--- config.mk ---
export PLATFORM = sky130hd
export DESIGN_NAME = mano_control_unit_flat
export DESIGN_NICKNAME = d
export VERILOG_FILES = /design/src/rtl/mano_pkg.sv /design/src/rtl/mano_control_unit_if.sv /design/src/rtl/mano_seq_counter.sv /design/src/rtl/mano_control_unit.sv /design/src/flat_wrapper.sv
export SDC_FILE = /design/constraint.sdc
export NUM_CORES = 1
export LEC_CHECK = 0
export CAP_MARGIN = 0
export CORE_AREA = 3 3 71 73
export DETAILED_ROUTE_END_ITERATION = 6
export DIE_AREA = 0 0 74 76
export SYNTH_ARGS = -nofsm -noshare
export SYNTH_HDL_FRONTEND = slang
export SYNTH_SLANG_ARGS = --single-unit
--- constraint.sdc ---
create_clock -name clk -period 4.2 [get_ports clk]
set_input_delay 0.63 -clock clk [delete_from_list [all_inputs] [get_ports clk]]
set_output_delay 0.63 -clock clk [all_outputs]
set_load 0.05 [all_outputs]
--- src/rtl/mano_pkg.sv ---
// Shared encodings for the Mano basic-computer control unit: timing steps,
// bus sources, ALU operations, opcodes and the control-strobe bundle.
package mano_pkg;

  typedef enum logic [2:0] {
    T0 = 3'd0, T1 = 3'd1, T2 = 3'd2, T3 = 3'd3,
    T4 = 3'd4, T5 = 3'd5, T6 = 3'd6
  } t_state_e;

  typedef enum logic [2:0] {
    BUS_NONE = 3'd0, BUS_AR = 3'd1, BUS_PC = 3'd2, BUS_DR = 3'd3,
    BUS_AC   = 3'd4, BUS_IR = 3'd5, BUS_TR = 3'd6, BUS_MEM = 3'd7
  } bus_sel_e;

  typedef enum logic [2:0] {
    ALU_NONE = 3'd0, ALU_AND = 3'd1, ALU_ADD = 3'd2, ALU_XFER_DR = 3'd3,
    ALU_COM  = 3'd4, ALU_SHR = 3'd5, ALU_SHL = 3'd6
  } alu_op_e;

  localparam logic [2:0] OP_AND = 3'd0;
  localparam logic [2:0] OP_ADD = 3'd1;
  localparam logic [2:0] OP_LDA = 3'd2;
  localparam logic [2:0] OP_STA = 3'd3;
  localparam logic [2:0] OP_BUN = 3'd4;
  localparam logic [2:0] OP_BSA = 3'd5;
  localparam logic [2:0] OP_ISZ = 3'd6;
  localparam logic [2:0] OP_REG = 3'd7;

  typedef struct packed {
    logic ar_ld;  logic ar_inc; logic ar_clr;
    logic pc_ld;  logic pc_inc;
    logic dr_ld;  logic dr_inc;
    logic ac_ld;  logic ac_inc; logic ac_clr;
    logic ir_ld;
    logic mem_rd; logic mem_wr;
    logic e_clr;  logic e_com;
  } ctrl_t;

  localparam ctrl_t CTRL_IDLE = 15'd0;

  // Skip tests of a register-reference word all fold into a single PC increment.
  function automatic logic skip_taken(input logic [11:0] field, input logic ac_sign,
                                      input logic ac_zero, input logic e_flag);
    return (field[4] & ~ac_sign) | (field[3] & ac_sign) |
           (field[2] & ac_zero)  | (field[1] & ~e_flag);
  endfunction

endpackage

--- src/rtl/mano_control_unit_if.sv ---
// Datapath <-> control-unit signal bundle: instruction/status in, strobes out.
interface mano_control_unit_if #(parameter int DW = 16);
  logic [DW-1:0] ir;
  logic          ac_sign, ac_zero, e_flag, dr_zero;
  logic [2:0]    bus_sel;
  logic          ar_ld, ar_inc, ar_clr, pc_ld, pc_inc, dr_ld, dr_inc;
  logic          ac_ld, ac_inc, ac_clr, ir_ld;
  logic          mem_rd, mem_wr, e_clr, e_com;
  logic [2:0]    alu_op;
  logic [2:0]    t_state;
  logic          halted;

  modport slave (
    input  ir, ac_sign, ac_zero, e_flag, dr_zero,
    output bus_sel, ar_ld, ar_inc, ar_clr, pc_ld, pc_inc, dr_ld, dr_inc,
           ac_ld, ac_inc, ac_clr, ir_ld, mem_rd, mem_wr, e_clr, e_com,
           alu_op, t_state, halted
  );

  modport master (
    output ir, ac_sign, ac_zero, e_flag, dr_zero,
    input  bus_sel, ar_ld, ar_inc, ar_clr, pc_ld, pc_inc, dr_ld, dr_inc,
           ac_ld, ac_inc, ac_clr, ir_ld, mem_rd, mem_wr, e_clr, e_com,
           alu_op, t_state, halted
  );
endinterface

--- src/rtl/mano_seq_counter.sv ---
// 3-bit timing-step counter; clear has priority over increment.
module mano_seq_counter
  import mano_pkg::*;
(
  input  logic     clk,
  input  logic     reset,
  input  logic     i_inc,
  input  logic     i_clr,
  output t_state_e o_count
);

  t_state_e r_count;

  // Step register
  always_ff @(posedge clk or negedge reset) begin
    if (!reset)     r_count <= T0;
    else if (i_clr) r_count <= T0;
    else if (i_inc) r_count <= t_state_e'(r_count + 3'd1);
    else            r_count <= r_count;
  end

  assign o_count = r_count;

endmodule

--- src/rtl/mano_control_unit.sv ---
// Hardwired control unit of the Mano basic computer: fetch, indirect, memory-
// and register-reference execution decoded from the timing step and latched IR.
module mano_control_unit
  import mano_pkg::*;
#(
  parameter int DW = 16
) (
  input  logic clk,
  input  logic reset,
  mano_control_unit_if.slave cu
);

  t_state_e   w_t;
  logic       w_inc, w_clr, w_halt_set;
  bus_sel_e   w_bus;
  alu_op_e    w_alu;
  ctrl_t      w_ctl;
  logic       r_i;
  logic [2:0] r_d;
  logic [11:0] r_field;
  logic       r_halted;

  mano_seq_counter u_seq (
    .clk     (clk),
    .reset   (reset),
    .i_inc   (w_inc),
    .i_clr   (w_clr),
    .o_count (w_t)
  );

  // Instruction fields captured at the end of T2, and the sticky halt flag
  always_ff @(posedge clk or negedge reset) begin
    if (!reset) begin
      r_i      <= 1'b0;
      r_d      <= 3'd0;
      r_field  <= 12'd0;
      r_halted <= 1'b0;
    end else begin
      if (!r_halted && (w_t == T2)) begin
        r_i     <= cu.ir[DW-1];
        r_d     <= cu.ir[DW-2 -: 3];
        r_field <= cu.ir[11:0];
      end
      if (w_halt_set) r_halted <= 1'b1;
    end
  end

  // Next-step and control-strobe decode; everything stays idle in reset or halt
  always_comb begin
    w_bus      = BUS_NONE;
    w_alu      = ALU_NONE;
    w_ctl      = CTRL_IDLE;
    w_inc      = 1'b0;
    w_clr      = 1'b0;
    w_halt_set = 1'b0;
    if (!reset || r_halted) begin
      w_ctl = CTRL_IDLE;
    end else begin
      case (w_t)
        T0: begin w_bus = BUS_PC;  w_ctl.ar_ld = 1'b1; w_inc = 1'b1; end
        T1: begin
          w_bus = BUS_MEM; w_ctl.mem_rd = 1'b1; w_ctl.ir_ld = 1'b1;
          w_ctl.pc_inc = 1'b1; w_inc = 1'b1;
        end
        T2: begin w_bus = BUS_IR;  w_ctl.ar_ld = 1'b1; w_inc = 1'b1; end
        T3: begin
          if (r_d == OP_REG) begin
            w_clr = 1'b1;
            if (!r_i) begin
              if (r_field[11])     w_ctl.ac_clr = 1'b1;
              else if (r_field[9]) begin w_alu = ALU_COM; w_ctl.ac_ld = 1'b1; end
              else if (r_field[7]) begin w_alu = ALU_SHR; w_ctl.ac_ld = 1'b1; end
              else if (r_field[6]) begin w_alu = ALU_SHL; w_ctl.ac_ld = 1'b1; end
              else if (r_field[5]) w_ctl.ac_inc = 1'b1;
              else                 w_ctl.ac_inc = 1'b0;
              if (r_field[10])     w_ctl.e_clr = 1'b1;
              else if (r_field[8]) w_ctl.e_com = 1'b1;
              else                 w_ctl.e_clr = 1'b0;
              w_ctl.pc_inc = skip_taken(r_field, cu.ac_sign, cu.ac_zero, cu.e_flag);
              w_halt_set   = r_field[0];
            end else begin
              w_halt_set = 1'b0;
            end
          end else begin
            w_inc = 1'b1;
            if (r_i) begin
              w_bus = BUS_MEM; w_ctl.mem_rd = 1'b1; w_ctl.ar_ld = 1'b1;
            end else begin
              w_bus = BUS_NONE;
            end
          end
        end
        T4: begin
          case (r_d)
            OP_AND, OP_ADD, OP_LDA, OP_ISZ: begin
              w_bus = BUS_MEM; w_ctl.mem_rd = 1'b1; w_ctl.dr_ld = 1'b1; w_inc = 1'b1;
            end
            OP_STA: begin w_bus = BUS_AC; w_ctl.mem_wr = 1'b1; w_clr = 1'b1; end
            OP_BUN: begin w_bus = BUS_AR; w_ctl.pc_ld = 1'b1;  w_clr = 1'b1; end
            OP_BSA: begin
              w_bus = BUS_PC; w_ctl.mem_wr = 1'b1; w_ctl.ar_inc = 1'b1; w_inc = 1'b1;
            end
            default: w_clr = 1'b1;
          endcase
        end
        T5: begin
          case (r_d)
            OP_AND: begin w_alu = ALU_AND;     w_ctl.ac_ld = 1'b1; w_clr = 1'b1; end
            OP_ADD: begin w_alu = ALU_ADD;     w_ctl.ac_ld = 1'b1; w_clr = 1'b1; end
            OP_LDA: begin w_alu = ALU_XFER_DR; w_ctl.ac_ld = 1'b1; w_clr = 1'b1; end
            OP_BSA: begin w_bus = BUS_AR; w_ctl.pc_ld = 1'b1; w_clr = 1'b1; end
            OP_ISZ: begin w_ctl.dr_inc = 1'b1; w_inc = 1'b1; end
            default: w_clr = 1'b1;
          endcase
        end
        T6: begin
          w_clr = 1'b1;
          if (r_d == OP_ISZ) begin
            w_bus = BUS_DR; w_ctl.mem_wr = 1'b1; w_ctl.pc_inc = cu.dr_zero;
          end else begin
            w_bus = BUS_NONE;
          end
        end
        default: w_clr = 1'b1;
      endcase
    end
  end

  assign cu.bus_sel = w_bus;
  assign cu.alu_op  = w_alu;
  assign cu.t_state = w_t;
  assign cu.halted  = r_halted;
  assign cu.ar_ld   = w_ctl.ar_ld;
  assign cu.ar_inc  = w_ctl.ar_inc;
  assign cu.ar_clr  = w_ctl.ar_clr;
  assign cu.pc_ld   = w_ctl.pc_ld;
  assign cu.pc_inc  = w_ctl.pc_inc;
  assign cu.dr_ld   = w_ctl.dr_ld;
  assign cu.dr_inc  = w_ctl.dr_inc;
  assign cu.ac_ld   = w_ctl.ac_ld;
  assign cu.ac_inc  = w_ctl.ac_inc;
  assign cu.ac_clr  = w_ctl.ac_clr;
  assign cu.ir_ld   = w_ctl.ir_ld;
  assign cu.mem_rd  = w_ctl.mem_rd;
  assign cu.mem_wr  = w_ctl.mem_wr;
  assign cu.e_clr   = w_ctl.e_clr;
  assign cu.e_com   = w_ctl.e_com;

endmodule

--- src/flat_wrapper.sv ---
// flat-port wrapper written by rule: the top's interface ports become plain ports
module mano_control_unit_flat import mano_pkg::*;
#(
  parameter int DW = 16
)
  (clk, reset, cu_ir, cu_ac_sign, cu_ac_zero, cu_e_flag, cu_dr_zero, cu_bus_sel, cu_ar_ld, cu_ar_inc, cu_ar_clr, cu_pc_ld, cu_pc_inc, cu_dr_ld, cu_dr_inc, cu_ac_ld, cu_ac_inc, cu_ac_clr, cu_ir_ld, cu_mem_rd, cu_mem_wr, cu_e_clr, cu_e_com, cu_alu_op, cu_t_state, cu_halted);
  mano_control_unit_if #(.DW(DW)) cu_i ();
  input  logic clk;
  input  logic reset;
  input wire logic [$bits(cu_i.ir)-1:0] cu_ir;
  input wire logic [$bits(cu_i.ac_sign)-1:0] cu_ac_sign;
  input wire logic [$bits(cu_i.ac_zero)-1:0] cu_ac_zero;
  input wire logic [$bits(cu_i.e_flag)-1:0] cu_e_flag;
  input wire logic [$bits(cu_i.dr_zero)-1:0] cu_dr_zero;
  output wire logic [$bits(cu_i.bus_sel)-1:0] cu_bus_sel;
  output wire logic [$bits(cu_i.ar_ld)-1:0] cu_ar_ld;
  output wire logic [$bits(cu_i.ar_inc)-1:0] cu_ar_inc;
  output wire logic [$bits(cu_i.ar_clr)-1:0] cu_ar_clr;
  output wire logic [$bits(cu_i.pc_ld)-1:0] cu_pc_ld;
  output wire logic [$bits(cu_i.pc_inc)-1:0] cu_pc_inc;
  output wire logic [$bits(cu_i.dr_ld)-1:0] cu_dr_ld;
  output wire logic [$bits(cu_i.dr_inc)-1:0] cu_dr_inc;
  output wire logic [$bits(cu_i.ac_ld)-1:0] cu_ac_ld;
  output wire logic [$bits(cu_i.ac_inc)-1:0] cu_ac_inc;
  output wire logic [$bits(cu_i.ac_clr)-1:0] cu_ac_clr;
  output wire logic [$bits(cu_i.ir_ld)-1:0] cu_ir_ld;
  output wire logic [$bits(cu_i.mem_rd)-1:0] cu_mem_rd;
  output wire logic [$bits(cu_i.mem_wr)-1:0] cu_mem_wr;
  output wire logic [$bits(cu_i.e_clr)-1:0] cu_e_clr;
  output wire logic [$bits(cu_i.e_com)-1:0] cu_e_com;
  output wire logic [$bits(cu_i.alu_op)-1:0] cu_alu_op;
  output wire logic [$bits(cu_i.t_state)-1:0] cu_t_state;
  output wire logic [$bits(cu_i.halted)-1:0] cu_halted;
  assign cu_i.ir = cu_ir;
  assign cu_i.ac_sign = cu_ac_sign;
  assign cu_i.ac_zero = cu_ac_zero;
  assign cu_i.e_flag = cu_e_flag;
  assign cu_i.dr_zero = cu_dr_zero;
  assign cu_bus_sel = cu_i.bus_sel;
  assign cu_ar_ld = cu_i.ar_ld;
  assign cu_ar_inc = cu_i.ar_inc;
  assign cu_ar_clr = cu_i.ar_clr;
  assign cu_pc_ld = cu_i.pc_ld;
  assign cu_pc_inc = cu_i.pc_inc;
  assign cu_dr_ld = cu_i.dr_ld;
  assign cu_dr_inc = cu_i.dr_inc;
  assign cu_ac_ld = cu_i.ac_ld;
  assign cu_ac_inc = cu_i.ac_inc;
  assign cu_ac_clr = cu_i.ac_clr;
  assign cu_ir_ld = cu_i.ir_ld;
  assign cu_mem_rd = cu_i.mem_rd;
  assign cu_mem_wr = cu_i.mem_wr;
  assign cu_e_clr = cu_i.e_clr;
  assign cu_e_com = cu_i.e_com;
  assign cu_alu_op = cu_i.alu_op;
  assign cu_t_state = cu_i.t_state;
  assign cu_halted = cu_i.halted;
  mano_control_unit #(.DW(DW)) u_core (.clk(clk), .reset(reset), .cu(cu_i));
endmodule
After elaboration in Yosys (flattened, before gate mapping)
Index checks and enable logic that the tools add are counted.

operators by class
  bitwise operators = 9
  $add $sub $neg = 1
  reduce and logical (&&, ||, !) cells = 13
  equal/unequal tests = 13
  mux-type cells = 72

operators by type and width
  kind                                                  number
  two-way mux 3 bit                                     14
  two-way mux 1 bit                                     38
  equality test 3 bit (second input constant)           7
  case mux 3 bit (7 select lines)                       1
  two-way mux 2 bit                                     7
  equality test 3 x 2 -> 1 bit (second input constant)  4
  two-way mux 12 bit                                    1
  case mux 3 bit (4 select lines)                       1
  case mux 1 bit (2 select lines)                       4
  case mux 1 bit (4 select lines)                       2
  equality test 3 x 1 -> 1 bit (second input constant)  2
  zero test 3 bit                                       2
  case mux 1 bit (3 select lines)                       2
  case mux 2 bit (3 select lines)                       1
  case mux 3 bit (2 select lines)                       1
  OR reduction 3 bit                                    2
  OR reduction 5 bit                                    1
  AND 1 bit                                             4
  OR reduction 2 bit                                    2
  OR reduction 4 bit                                    1
  adder 3 x 1 -> 3 bit (second input constant)          1
  bitwise OR 1 bit                                      3
  zero test 1 bit                                       2
  inverter 1 bit                                        2
  3 further kinds                                       3

storage, ports and cells
  bits in registers = 20
  input bits = 22
  output and inout bits = 25

Longest topological paths before layout
Gate-level depths: netlist of the first run.

  word-level depth = 9
  gate-level depth with buffers = 7
  gate-level depth less buffers = 6

Cells and area by module
From an unflattened synthesis of the first run, not the netlist that was laid out.

unflattened totals
  cell total of the unflattened synthesis = 138
  area, all modules = 1396.3 um2

modules (own cells, without submodules)
  module             seq. area each (um2)  times used  cells each  area each (um2)
  mano_control_unit  425.4                 1           127         1260.0
  mano_seq_counter   75.1                  1           11          136.4

Worst setup path after synthesis of the first run
OpenSTA, ideal clock, no wires.

  path kind = register -> output
  start point = register u_core.u_seq.r_count[0], in the netlist u_core.u_seq.o_count[0]
  end point = output cu_dr_inc
  arrival = 2912 ps
  slack = 658 ps
  cell stages (with the launch flop) = 5
  cell sequence = dfrtp_1 ha_1 clkbuf_1 nand2_1 nor4_1

between the ends
  longest elaborated chain between the ends = 3

RTL lines
  item                      line                     source
  start: declaration        mano_seq_counter.sv:12   t_state_e r_count;
  start signal: assignment  mano_seq_counter.sv:18   else if (i_inc) r_count <= t_state_e'(r_count + 3'd1);
  start signal: assignment  mano_seq_counter.sv:19   else r_count <= r_count;
  equality test 3 bit       mano_control_unit.sv:59  case (w_t)
  two-way mux 1 bit         mano_control_unit.sv:59
  two-way mux 12 bit        mano_control_unit.sv:56  if (!reset || r_halted) begin
  end: declaration          flat_wrapper.sv:22       output wire logic [$bits(cu_i.dr_inc)-1:0] cu_dr_inc;

No other way between the ends.

Final worst setup path of the first run
  start point = register u_core.u_seq.r_count[2], in the netlist u_core.u_seq.o_count[2]
  end point = output cu_alu_op[0]

between the ends
  longest elaborated chain between the ends = 3
  elaborated cells on any way between the ends = 4
  classes of those cells = eq/ne: 2; mux: 2

RTL lines
  item                                                                 line                     source
  equality test 3 bit or equality test 3 x 2 -> 1 bit (tied branches)  mano_control_unit.sv:59
  case mux 3 bit (2 select lines) (*)                                  mano_control_unit.sv:59
  two-way mux 3 bit (*)                                                mano_control_unit.sv:56
  end: declaration                                                     flat_wrapper.sv:31       output wire logic [$bits(cu_i.alu_op)-1:0] cu_alu_op;

Mark *: on every way between the ends. The rest lies on a longest branch, timed or not.

==> impl_metrics.env, run 1 <==
export IMPL_fin_tns_setup_ps=0
export IMPL_die_w_um=74
export IMPL_r2r_slack_ps=1720
export IMPL_drt_iter0_drc=119
export IMPL_syn2layout_area_growth_pct=37.6
export IMPL_synth_seq_area_share=0.322
export IMPL_worstSetupPathType="reg2out"
export IMPL_layout_common_cells="clkdlybuf4s50_1 (25), dfrtp_1 (20), mux2_2 (16)"
export IMPL_cpMaxStageDelayCell="dfrtp_1"
export IMPL_max_cap_viol_count=0
export IMPL_netlist_area_mm2=0.00156
export IMPL_worstHoldEndpoint="u_core.cu.halted$_DFFE_PN0P_"
export IMPL_grt_pass1_vias=1492
export IMPL_synthFlopType="dfrtp_1"
export IMPL_overflow=0
export IMPL_hold_class="reg2reg"
export IMPL_ir_drop_mv=0.371
export IMPL_slew_viol_final=0
export IMPL_postCtsSetupBuffers=0
export IMPL_cp_cell_sequence="inv_1, ha_1, nand2b_1, or3_4, o32a_1, nor2_1, buf_12"
export IMPL_clock_skew_ps=11.5
export IMPL_arrival_ps=2550
export IMPL_synth_simple_area_share=0.249
export IMPL_syn_nets=194
export IMPL_synth_edf_count=0
export IMPL_drive_gt1_frac=0.251
export IMPL_r2r_end="u_core.u_seq.o_count[2]$_DFFE_PN0P_"
export IMPL_io_pins=47
export IMPL_die_y_um=76
export IMPL_cp_slowest_stage_delay_ps=630
export IMPL_wl_per_cell_um=16.6
export IMPL_path_max_fanout=17
export IMPL_finalPower_mw=1.59
export IMPL_final_antenna_net_count=0
export IMPL_synthMuxAreaShare=0.135
export IMPL_crit_path_end_kind="output pin"
export IMPL_portBuffers=45
export IMPL_r2r_start="u_core.u_seq.o_count[2]$_DFFE_PN0P_"
export IMPL_root_buffer="clkbuf_8"
export IMPL_initial_core_util=0.352
export IMPL_grt_pass1_wl_um=7240
export IMPL_min_period_ps=3180
export IMPL_required_ps=3570
export IMPL_rsz0062_at_grt="false"
export IMPL_status="finished, final reports clean"
export IMPL_p_per_area_mw_per_mm2=743
export IMPL_dp_hpwl_um=3270
export IMPL_min_delay_start="u_core.r_field[0]$_DFFE_PN0P_"
export IMPL_insertion_delay_ps=260
export IMPL_synth_xor_area_frac=0.0113
export IMPL_fin_crit_sh=0.758
export IMPL_synthAdderAreaFrac=0.0402
export IMPL_diodes=0
export IMPL_min_path_cells=1
export IMPL_die_area_mm2=0.00562
export IMPL_async_reset_ff_frac=1.00
export IMPL_max_freq_mhz=314
export IMPL_cts_resized=0
export IMPL_fin_util=0.485
export IMPL_gp_congestion=0.923
export IMPL_tightest_slew_ps=806
export IMPL_yosysWarnings=0
export IMPL_grt_start_max_net_pins=20
export IMPL_dr_pass1_iters=4
export IMPL_cp_start_kind="flop"
export IMPL_cts_buffers=3
export IMPL_routed_wl_um=4290
export IMPL_setup_viol=0
export IMPL_p_leak_nw=0.871
export IMPL_core_area_mm2=0.00441
export IMPL_cts_hold_fix_buffers=0
export IMPL_htree_levels=1
export IMPL_synth_compound_area_frac=0.178
export IMPL_grtUsageTotal=0.159
export IMPL_fp_row_count=24
export IMPL_cts_tree="built"
export IMPL_via_per_inst=5.57
export IMPL_ys_ff_latch=20
export IMPL_cts_buffer_depth=2
export IMPL_syn_avg_cell_area_um2=9.31
export IMPL_mostFrequentLayoutCell="clkdlybuf4s50_1"
export IMPL_cts_sinks=20
export IMPL_reg2regPathDepth=6
export IMPL_vias=1443
export IMPL_synth_top_family_by_area="simple AND/OR/NAND/NOR gates"
export IMPL_final_nets=235
export IMPL_syn_inst=167
export IMPL_cts_clk_slew_worst_paths_ps=80
export IMPL_maxSlewHeadroom=0.462
export IMPL_antenna_found_initial=0
export IMPL_synth_cell_types=53
export IMPL_drc=0
export IMPL_hold_viol=0
## cells in the mapped netlist (2+ instances only)
master | instances | area (µm²)
dfrtp_1 | 20 | 500
mux2_2 | 16 | 180
nand2_1 | 14 | 52.6
nor2_1 | 14 | 52.6
inv_1 | 6 | 22.5
nor4_1 | 6 | 37.5
o21ai_0 | 6 | 30.0
a21oi_1 | 5 | 25.0
buf_4 | 5 | 37.5
ha_1 | 5 | 62.6
nand2b_1 | 5 | 31.3
nor3_1 | 5 | 25.0
nand3_1 | 4 | 20.0
o32a_1 | 4 | 40.0
and2_1 | 3 | 18.8
and3_1 | 3 | 18.8
buf_2 | 3 | 15.0
clkbuf_1 | 3 | 11.3
mux2i_1 | 3 | 30.0
nor2b_1 | 3 | 18.8
o31ai_1 | 2 | 15.0
## how the worst max path moves through the flow
stage	start	endpoint	slack [ps]	cells after the start
global route	u_core.u_seq.o_count[2]$_DFFE_PN0P_	cu_ac_ld	810	7
CTS	u_core.u_seq.o_count[2]$_DFFE_PN0P_	cu_ac_ld	1000	7
floorplan	u_core.u_seq.o_count[0]$_DFFE_PN0P_	cu_dr_inc	660	4
global placement	u_core.u_seq.o_count[2]$_DFFE_PN0P_	cu_pc_inc	1380	7
finish	u_core.u_seq.o_count[2]$_DFFE_PN0P_	cu_alu_op[0]	1020	7
detailed placement	u_core.u_seq.o_count[2]$_DFFE_PN0P_	cu_ac_ld	1310	7
## final cells by class
type / count / area, µm²
multi-input cells: 129 / 957
flip-flops and latches: 20 / 500
clock buffers: 3 / 41.3
well taps: 52 / 65.1
inverters: 6 / 22.5
repair buffers: 48 / 523
fillers: 416 / 2270
clock inverters: 1 / 30.0
## cell families (layout without fill, tap and decap cells)
kind of cell	count (synthesis)	count (layout)
mux	19	19
compound gates	34	34
buf+inv	18	58
simple gates	68	68
other cells	1	1
flops	20	20
fa+ha+maj	5	5
xor+xnor	2	2
## report_power, final
group          switching (mW)  total (mW)  internal [mW]  leakage [nW]
sequential              0.170       0.459          0.289         0.241
combinational           0.534       0.941          0.407         0.594
clock                  0.0635       0.191          0.127        0.0357
total                   0.767        1.59          0.823         0.871
## registers in the layout, summed over array words and instances (netlist names)
name and cells:
u_core.r_d 3, u_core.u_seq.o_count 3, u_core.r_field 12, u_core.cu.halted 1, u_core.r_i 1
## worst max-delay path: cells and delay by family (launching register included)
family	cells	cell delay (ps)
AOI/OAI and AO/OA	1	180
adders and majority gates	1	310
buffers and inverters	2	440
DFF	1	630
and+or+nand+nor	3	710
## through the flow
stage	setup WS (ps)	hold slack (ps)	instance area [µm²]	instances
2_1_floorplan	658	334	1560	167
3_3_place_gp	1380	457	2070	255
3_5_place_dp	1310	475	2070	255
4_1_cts	1000	492	2140	259
5_1_grt	811	507	2140	259
6_report	1020	484	2140	259
## routing by layer
metal  global-route usage  vias to the layer above  share of wire
met5                    0                        -              0
met4               0.0507                        0          0.016
met3               0.0211                        9          0.072
met2                0.248                       66           0.48
met1                0.223                      678           0.43
li1                     -                      690              -
No activity file was read; power rests on OpenSTA's default activity.
==> inputs of run 2 (changes only) <==
clock period = 3.1 ns   (was 4.2 ns; I/O delays follow)
==> impl_metrics.env, run 2 (synthesis gave the netlist of run 1 again) <==
export IMPL_drive_gt1_frac=0.282
export IMPL_p_per_area_mw_per_mm2=970
export IMPL_fin_area_mm2=0.00233
export IMPL_min_delay_start="u_core.r_field[0]$_DFFE_PN0P_"
export IMPL_wl_met3_um=279
export IMPL_grt_start_max_net_pins=20
export IMPL_core_area_mm2=0.00441
export IMPL_overflow=0
export IMPL_gp_congestion=0.810
export IMPL_root_buffer="clkbuf_8"
export IMPL_max_cap_viol_count=0
export IMPL_r2r_start="u_core.u_seq.o_count[0]$_DFFE_PN0P_"
export IMPL_cpMaxStageDelayCell="dfrtp_1"
export IMPL_htree_levels=1
export IMPL_dp_cells=257
export IMPL_diodes=0
export IMPL_initial_core_util=0.352
export IMPL_highest_layer="met4"
export IMPL_grt_pass1_wl_um=6710
export IMPL_fill_cells=405
export IMPL_vias=1428
export IMPL_tightest_slew_ps=793
export IMPL_maxSlewHeadroom=0.471
export IMPL_drt_iter0_drc=86
export IMPL_io_pins=47
export IMPL_cts_buffer_depth=2
export IMPL_setup_viol=0
export IMPL_rsz0062_at_grt="false"
export IMPL_drc=0
export IMPL_slew_viol_final=0
export IMPL_path_max_fanout=9
export IMPL_fin_crit_sh=0.927
export IMPL_crit_path_end_kind="output pin"
export IMPL_worstSetupPathType="reg2out"
export IMPL_via_per_inst=5.47
export IMPL_min_period_ps=2870
export IMPL_portBuffers=45
export IMPL_r2r_end="u_core.r_field[5]$_DFFE_PN0P_"
export IMPL_cpMostUsedCell="ha_1"
export IMPL_cts_clk_slew_worst_paths_ps=80
export IMPL_fin_tns_setup_ps=0
export IMPL_cts_buffers=3
export IMPL_cts_hold_fix_buffers=0
export IMPL_routed_wl_met2_um=1960
export IMPL_hold_viol=0
export IMPL_cts_sinks=20
export IMPL_final_cells=261
export IMPL_max_freq_mhz=348
export IMPL_largest_reg_flops=12
export IMPL_r2r_slack_ps=800
export IMPL_min_path_cells=1
export IMPL_reg2regPathDepth=4
export IMPL_mostFrequentLayoutCell="clkdlybuf4s50_1"
export IMPL_cts_tree="built"
export IMPL_grt_pass1_vias=1395
export IMPL_dr_pass1_iters=4
export IMPL_regMostFlops="u_core.r_field"
export IMPL_die_y_um=76
export IMPL_hold_class="reg2reg"
export IMPL_grtUsageTotal=0.151
export IMPL_layout_common_cells="clkdlybuf4s50_1 (25), buf_12 (20), dfrtp_1 (20)"
export IMPL_die_area_mm2=0.00562
export IMPL_fp_row_count=24
export IMPL_final_nets=237
export IMPL_fin_util=0.529
export IMPL_status="finished, final reports clean"
export IMPL_worstHoldEndpoint="u_core.cu.halted$_DFFE_PN0P_"
export IMPL_antenna_found_initial=0
export IMPL_routed_wl_um=4140
export IMPL_critPathLaunch="u_core.u_seq.o_count[0]$_DFFE_PN0P_"
export IMPL_required_ps=2630
export IMPL_final_antenna_net_count=0
export IMPL_ir_drop_mv=0.394
export IMPL_cp_slowest_stage_delay_ps=520
export IMPL_cp_start_kind="flop"
export IMPL_dp_hpwl_um=3120
export IMPL_die_w_um=74
export IMPL_wl_per_cell_um=15.9
export IMPL_clock_skew_ps=2.57
export IMPL_dpl_cell_area_mm2=0.00226
export IMPL_syn2layout_area_growth_pct=50.0
export IMPL_p_leak_nw=0.918
export IMPL_insertion_delay_ps=260
export IMPL_finalPower_mw=2.26
export IMPL_met1_length_um=1820
export IMPL_arrival_ps=2410
export IMPL_cp_cell_sequence="ha_1, ha_1, nand2b_1, or3_4, o32a_1, nor2_1, buf_12"
-- run 2: final cells by class --
type / instances / area, µm² / share of cell area
clock inverter: 1 / 30.0 / 0.0129
clock buffer: 3 / 41.3 / 0.0177
inverter: 6 / 22.5 / 0.00965
sequential: 20 / 500 / 0.214
timing repair buffer: 50 / 688 / 0.295
tap: 52 / 65.1 / 0.0279
multi-input combinational: 129 / 986 / 0.423
-- run 2: metal layers --
metal,track usage,vias to the layer above
li1,-,695
met1,0.194,676
met2,0.237,50
met3,0.0356,7
met4,0.0652,0
met5,0,-
-- run 2: worst max-delay path by stage --
stage / to / slack, ps / cells after the start
CTS: cu_pc_inc / 180 / 7
finish: cu_alu_op[1] / 230 / 7
floorplan: cu_alu_op[0] / 130 / 6
global route: cu_alu_op[1] / 70 / 7
detailed placement: cu_alu_op[2] / 440 / 5
global placement: cu_pc_inc / 540 / 7
-- run 2: metrics by stage --
step	worst slack, ps	hold slack, ps
5_1_grt	73.3	525
2_1_floorplan	135	169
3_5_place_dp	445	466
3_3_place_gp	544	463
4_1_cts	185	497
6_report	226	491
-- run 2: power by group --
group,leakage [nW],internal (mW),total (mW),switching (mW)
Combinational,0.642,0.644,1.41,0.770
Sequential,0.241,0.392,0.584,0.192
Clock,0.0357,0.173,0.266,0.0938
-- run 2: worst max-delay path, delay by kind of cell (launching register included) --
kind / cells / cell delay [ps]
and+or+nand+nor: 3 / 770
DFF: 1 / 520
buffers and inverters: 1 / 180
adders and majority gates: 2 / 490
AOI/OAI and AO/OA: 1 / 180
-- run 2: timing repair --
| action | CTS | global route |
|---|---|---|
| resized for setup | 0 | 1 |
| endpoints found under the setup margin | 0 | 1 |
| setup buffers | 0 | 0 |
==> inputs of run 3 (changes only) <==
CAP_MARGIN = 20   (was 0)
CTS_CLUSTER_SIZE = 25   (was unset)
==> results of run 3 <==
No change in the layout: final DEF, timing and power equal those of run 2.
